[src/rtl/i2s_rx_if.sv]
// I2S receive bundle: codec-side serial pair in, recovered sample pair and status pulses out.
interface i2s_rx_if #(parameter int BITSIZE = 16);
  logic                      lrclk;
  logic                      sdata;
  logic signed [BITSIZE-1:0] left_chan;
  logic signed [BITSIZE-1:0] right_chan;
  logic                      valid;
  logic                      short_frame;

  modport master (output lrclk, sdata, input left_chan, right_chan, valid, short_frame);
  modport slave  (input lrclk, sdata, output left_chan, right_chan, valid, short_frame);
endinterface

[src/rtl/i2s_rx.sv]
// I2S deserializer in the BCLK domain: recovers MSB-first left/right words with one-bit delay,
// framing matched to i2s_tx so an ADC->DAC loopback is bit-exact.
module i2s_rx #(
  parameter int BITSIZE = 16
) (
  input logic     sclk,
  input logic     reset,
  i2s_rx_if.slave bus
);
  // state | meaning
  // SYNC  | after reset, waiting for the first detected lrclk transition
  // SHIFT | capturing data bits of the current slot
  // DONE  | word captured, ignoring slot padding until the next lrclk transition
  typedef enum logic [1:0] {SYNC, SHIFT, DONE} state_t;

  localparam int CW = $clog2(BITSIZE + 1);

  state_t             state_q, state_d;
  logic               lr_q, lr_d;
  logic               primed_q, primed_d;
  logic               ch_q, ch_d;
  logic               left_ok_q, left_ok_d;
  logic [CW-1:0]      cnt_q, cnt_d;
  logic [BITSIZE-1:0] shreg_q, shreg_d;
  logic [BITSIZE-1:0] left_q, left_d;
  logic [BITSIZE-1:0] right_q, right_d;
  logic               valid_q, valid_d;
  logic               short_q, short_d;

  logic               frame_edge;
  logic [BITSIZE-1:0] shifted;

  // The priming edge only loads lr_q, so a stale lr_q can never fake a frame edge.
  assign frame_edge = primed_q && (bus.lrclk != lr_q);
  assign shifted    = {shreg_q[BITSIZE-2:0], bus.sdata};

  always_comb begin
    state_d   = state_q;
    lr_d      = bus.lrclk;
    primed_d  = 1'b1;
    ch_d      = ch_q;
    left_ok_d = left_ok_q;
    cnt_d     = cnt_q;
    shreg_d   = shreg_q;
    left_d    = left_q;
    right_d   = right_q;
    valid_d   = 1'b0;
    short_d   = 1'b0;

    case (state_q)
      SYNC, DONE: begin
        if (frame_edge) begin
          state_d = SHIFT;
          cnt_d   = '0;
          ch_d    = bus.lrclk;
        end
      end
      SHIFT: begin
        if (frame_edge) begin
          // Reaching BITSIZE always leaves SHIFT, so any edge seen here is a short slot.
          short_d   = 1'b1;
          left_ok_d = 1'b0;
          cnt_d     = '0;
          ch_d      = bus.lrclk;
        end else begin
          shreg_d = shifted;
          cnt_d   = cnt_q + CW'(1);
          if (cnt_q == CW'(BITSIZE - 1)) begin
            state_d = DONE;
            if (!ch_q) begin
              left_d    = shifted;
              left_ok_d = 1'b1;
            end else begin
              right_d   = shifted;
              valid_d   = left_ok_q;
              left_ok_d = 1'b0;
            end
          end
        end
      end
      default: state_d = SYNC;
    endcase
  end

  always_ff @(posedge sclk) begin
    if (reset) begin
      state_q   <= SYNC;
      lr_q      <= 1'b0;
      primed_q  <= 1'b0;
      ch_q      <= 1'b0;
      left_ok_q <= 1'b0;
      cnt_q     <= '0;
      shreg_q   <= '0;
      left_q    <= '0;
      right_q   <= '0;
      valid_q   <= 1'b0;
      short_q   <= 1'b0;
    end else begin
      state_q   <= state_d;
      lr_q      <= lr_d;
      primed_q  <= primed_d;
      ch_q      <= ch_d;
      left_ok_q <= left_ok_d;
      cnt_q     <= cnt_d;
      shreg_q   <= shreg_d;
      left_q    <= left_d;
      right_q   <= right_d;
      valid_q   <= valid_d;
      short_q   <= short_d;
    end
  end

  assign bus.left_chan   = left_q;
  assign bus.right_chan  = right_q;
  assign bus.valid       = valid_q;
  assign bus.short_frame = short_q;
endmodule
[src/flat_wrapper.sv]
// flat-port wrapper written by rule: the top's interface ports become plain ports
module i2s_rx_flat 
#(
  parameter int BITSIZE = 16
)
  (sclk, reset, bus_lrclk, bus_sdata, bus_left_chan, bus_right_chan, bus_valid, bus_short_frame);
  i2s_rx_if #(.BITSIZE(BITSIZE)) bus_i ();
  input logic sclk;
  input logic reset;
  input wire logic [$bits(bus_i.lrclk)-1:0] bus_lrclk;
  input wire logic [$bits(bus_i.sdata)-1:0] bus_sdata;
  output wire logic [$bits(bus_i.left_chan)-1:0] bus_left_chan;
  output wire logic [$bits(bus_i.right_chan)-1:0] bus_right_chan;
  output wire logic [$bits(bus_i.valid)-1:0] bus_valid;
  output wire logic [$bits(bus_i.short_frame)-1:0] bus_short_frame;
  assign bus_i.lrclk = bus_lrclk;
  assign bus_i.sdata = bus_sdata;
  assign bus_left_chan = bus_i.left_chan;
  assign bus_right_chan = bus_i.right_chan;
  assign bus_valid = bus_i.valid;
  assign bus_short_frame = bus_i.short_frame;
  i2s_rx #(.BITSIZE(BITSIZE)) u_core (.sclk(sclk), .reset(reset), .bus(bus_i));
endmodule
[config.mk]
export PLATFORM = sky130hd
export DESIGN_NAME = i2s_rx_flat
export DESIGN_NICKNAME = d
export VERILOG_FILES = /design/src/rtl/i2s_rx_if.sv /design/src/rtl/i2s_rx.sv /design/src/flat_wrapper.sv
export SDC_FILE = /design/constraint.sdc
export NUM_CORES = 1
export LEC_CHECK = 0
export CORE_AREA = 2 2 63 77
export CTS_BUF_LIST = sky130_fd_sc_hd__clkbuf_2
export DETAILED_ROUTE_END_ITERATION = 10
export DIE_AREA = 0 0 65 79
export GPL_TIMING_DRIVEN = 0
export HOLD_SLACK_MARGIN = 0.12
export PLACE_DENSITY = 0.79
export SYNTH_ARGS = -nofsm -noshare
export SYNTH_HDL_FRONTEND = slang
export SYNTH_SLANG_ARGS = --single-unit
[constraint.sdc]
create_clock -name sclk -period 5.3 [get_ports sclk]
set_clock_uncertainty 0.15 [all_clocks]
set_input_delay 1.06 -clock sclk [delete_from_list [all_inputs] [get_ports sclk]]
set_output_delay 1.06 -clock sclk [all_outputs]
set_load 0.005 [all_outputs]
==> metrics.md <==
| Metric | Value |
|---|---|
| Status | finished, final reports clean |
| Final Core Density | 65.4% |
| Post-Route WL | 4660 µm |
| Final Slew Violations | 0 |
| Reg2Reg Depth | 7 |
| Worst Path Buf+Inv | 1 |
| Sequential area share after synthesis | 51.7% |
| Max-Cap Viols | 0 |
| Routability cong. | 0.847 |
| Net Count, Synth | 227 |
| Most frequent cells in the layout | dfxtp_1, nand2_1, mux2i_1, clkdlybuf4s50_1, clkbuf_2 |
| Clock network fraction of total power | 38.3% |
| Clk sinks | 60 |
| Clk root buf | clkbuf_2 |
| Worst Setup Path Type | reg -> out |
| DR vias | 1762 |
| Vias in the first global route | 1678 |
| Crit path DAT | 1350 ps |
| Total Power | 813 µW |
| Distinct cells, synth | 35 |
| Via density per instance | 5.31 |
| Worst hold slack | 322 ps |
| Mean post-synth cell area | 10.5 µm² |
| First-pass GRT wire length | 7670 µm |
| Netlist Area Pre-Place | 2320 µm² |
| Setup crit start kind | flip-flop |
| Postcts setup bufs | 0 |
| Number of synthesized flops with an enable pin | 0 |
| TritonRoute pass-1 iters | 4 |
| I/O Buffers | 37 |
| Non-Filler Instances | 332 |
| Clk buf depth | 2 |
| Min-delay worst type | reg -> reg |
| Antenna viol nets, final | 0 |
| Switching pwr | 193 µW |
| Rows | 27 |
| Post-layout min period | 2560 ps |
| Area share of the largest cell type after synthesis | 51.7% |
| #FFs+latches synth | 60 |
| Initial Util | 52.5% |
| CP delay by family, top | buffers and inverters |
| # DRC | 0 |
| Initial antenna violation count | 0 |
| Sw Ratio | 23.7% |
| Worst-path clk slew | 170 ps |
| Worst IR Drop VDD | 0.210 mV |
| HPWL Detailed | 3210 µm |
| Die W | 65 µm |
| P per Cell Area | 281 nW/µm² |
| TNS Setup | 0 ps |
| Slowest CP cell | clkdlybuf4s50_1 |
| Largest net degree at the start of global routing | 11 |
| CP Cell Sequence | clkdlybuf4s50_1 |
| Hold wc startpoint | u_core.bus.left_chan[8]$_SDFFE_PP0P_ |
| # resized after CTS | 0 |
| # H-tree levels | 3 |
| Synth async-reset ratio | 0% |
| 1st-iter DRT viols | 113 |
| Req. time, crit path | 4090 ps |
| CTS hold repair buffers | 0 |
| Number of buffers created by CTS | 9 |
| Placed Instances | 316 |
| CP max FO | 2 |
| Commonest non-fill, non-tap cell in the layout | dfxtp_1 |
| Type of destination of the critical path | output port |
| Int Power | 620 µW |
| Final setup vio count | 0 |
| WL per Instance | 14.0 µm |
| Core region area | 4430 µm² |
| Grt ovf | 0 |
| Synth area leaders | dfxtp_1, mux2i_1, nand2_1 |
| Worst hold path cell count | 2 |
| Worst Tran Pin Value | 515 ps |
| Worst path max stage delay | 500 ps |
| Final nets | 275 |
| Fin. Hold Viols | 0 |
| Die Y | 79 µm |
| Pleak | 1.19 nW |
| Layout cell share with drive strength beyond 1 | 9.85% |
| # IOs | 38 |
| CTS tree | done |
| Slew HR | 65.7% |
| Ys Warns | 0 |
| Ant. Diodes | 0 |
| Main synth FF type | dfxtp_1 |
| Reg-to-Reg Start | u_core.cnt_q[0]$_SDFFE_PP0P_ |
| Mapped Cells | 221 |
| Period utilization | 48.2% |
| P&R area growth vs syn | 24.5% |
| Clk_lat worst skew | 450 ps |
| RSZ-0062 raised after global routing | no |
| Die ar. | 5140 µm² |
| Fmax | 391 MHz |
| Yosys top cell by area | dfxtp_1 |
| Comb pwr share | 5.5% |
| Crit path from | u_core.bus.right_chan[11]$_SDFFE_PP0P_ |
| GRT Total Usage | 19.6% |
| CP Depth | 1 |
| Flop pwr share | 56.2% |
[power by group through the flow]
stage	Sequential, mW	Clock, mW	Combinational [mW]
CTS	0.457	0.315	0.0448
floorplan	0.466	0	0.0326
global placement	0.466	0	0.0442
detailed placement	0.467	0	0.0443
global route	0.458	0.335	0.0494
finish	0.457	0.311	0.0447
[cell type report]
type	count	area (µm²)
Buffer	14	90.1
Clock buffer	9	45.0
Clock inverter	7	81.3
Fill cell	347	1530
Inverter	4	15.0
Multi-Input combinational cell	143	1020
Sequential cell	60	1200
Tap cell	58	72.6
Timing Repair Buffer	37	370
[sequential cells by signal, indices dropped and copies added (netlist names)]
register                cells
u_core.ch_q                 1
u_core.bus.valid            1
u_core.bus.left_chan       16
u_core.left_ok_q            1
u_core.cnt_q                5
u_core.bus.short_frame      1
u_core.bus.right_chan      16
u_core.shreg_q             15
u_core.primed_q             1
u_core.lr_q                 1
u_core.state_q              2
[path summary, 6_finish.rpt]
path	endpoint	slack (ps)
max	bus_right_chan[11]	2740
min	u_core.bus.left_chan[8]$_SDFFE_PP0P_	320
max reg2reg	u_core.bus.right_chan[5]$_SDFFE_PP0P_	3270
min reg2reg	u_core.bus.left_chan[8]$_SDFFE_PP0P_	320
[synthesized netlist by cell type (3+ instances only)]
library cell	number
dfxtp_1	60
nand2_1	53
mux2i_1	47
clkbuf_1	6
o2111ai_1	6
nand2b_1	4
buf_2	3
inv_1	3
nor2_1	3
o211ai_1	3
[through the flow]
step	cell area [µm²]	worst slack (ps)
after detailed placement	2770	2440
after global placement	2770	2480
after floorplan	2320	3100
after global routing	2890	2660
after CTS	2890	2720
final	2890	2740
[kinds of logic after synthesis]
kind of cell | Yosys count | synth area share [%]
muxes | 47 | 20.2
AOI/OAI and AO/OA | 23 | 8.89
DFF | 60 | 51.7
xor gates and xnor gates | 2 | 1.08
adders and majority gates | 2 | 1.08
buffers and inverters | 18 | 4.52
and+or+nand+nor | 69 | 12.5
[worst min-delay path: stages, from the launching register on]
cell	delay, ps
dfxtp_1	340
nand2_1	50
mux2i_1	60
[per-layer routing]
layer  GRT usage, %  wire length [µm]  vias to the layer above
met3           7.22               263                        7
met5              0                 0                        -
met4           9.57               103                        0
li1               -                 -                      880
met2           31.3              2240                       38
met1           23.0              2050                      837
No activity file was read; power rests on OpenSTA's default activity.
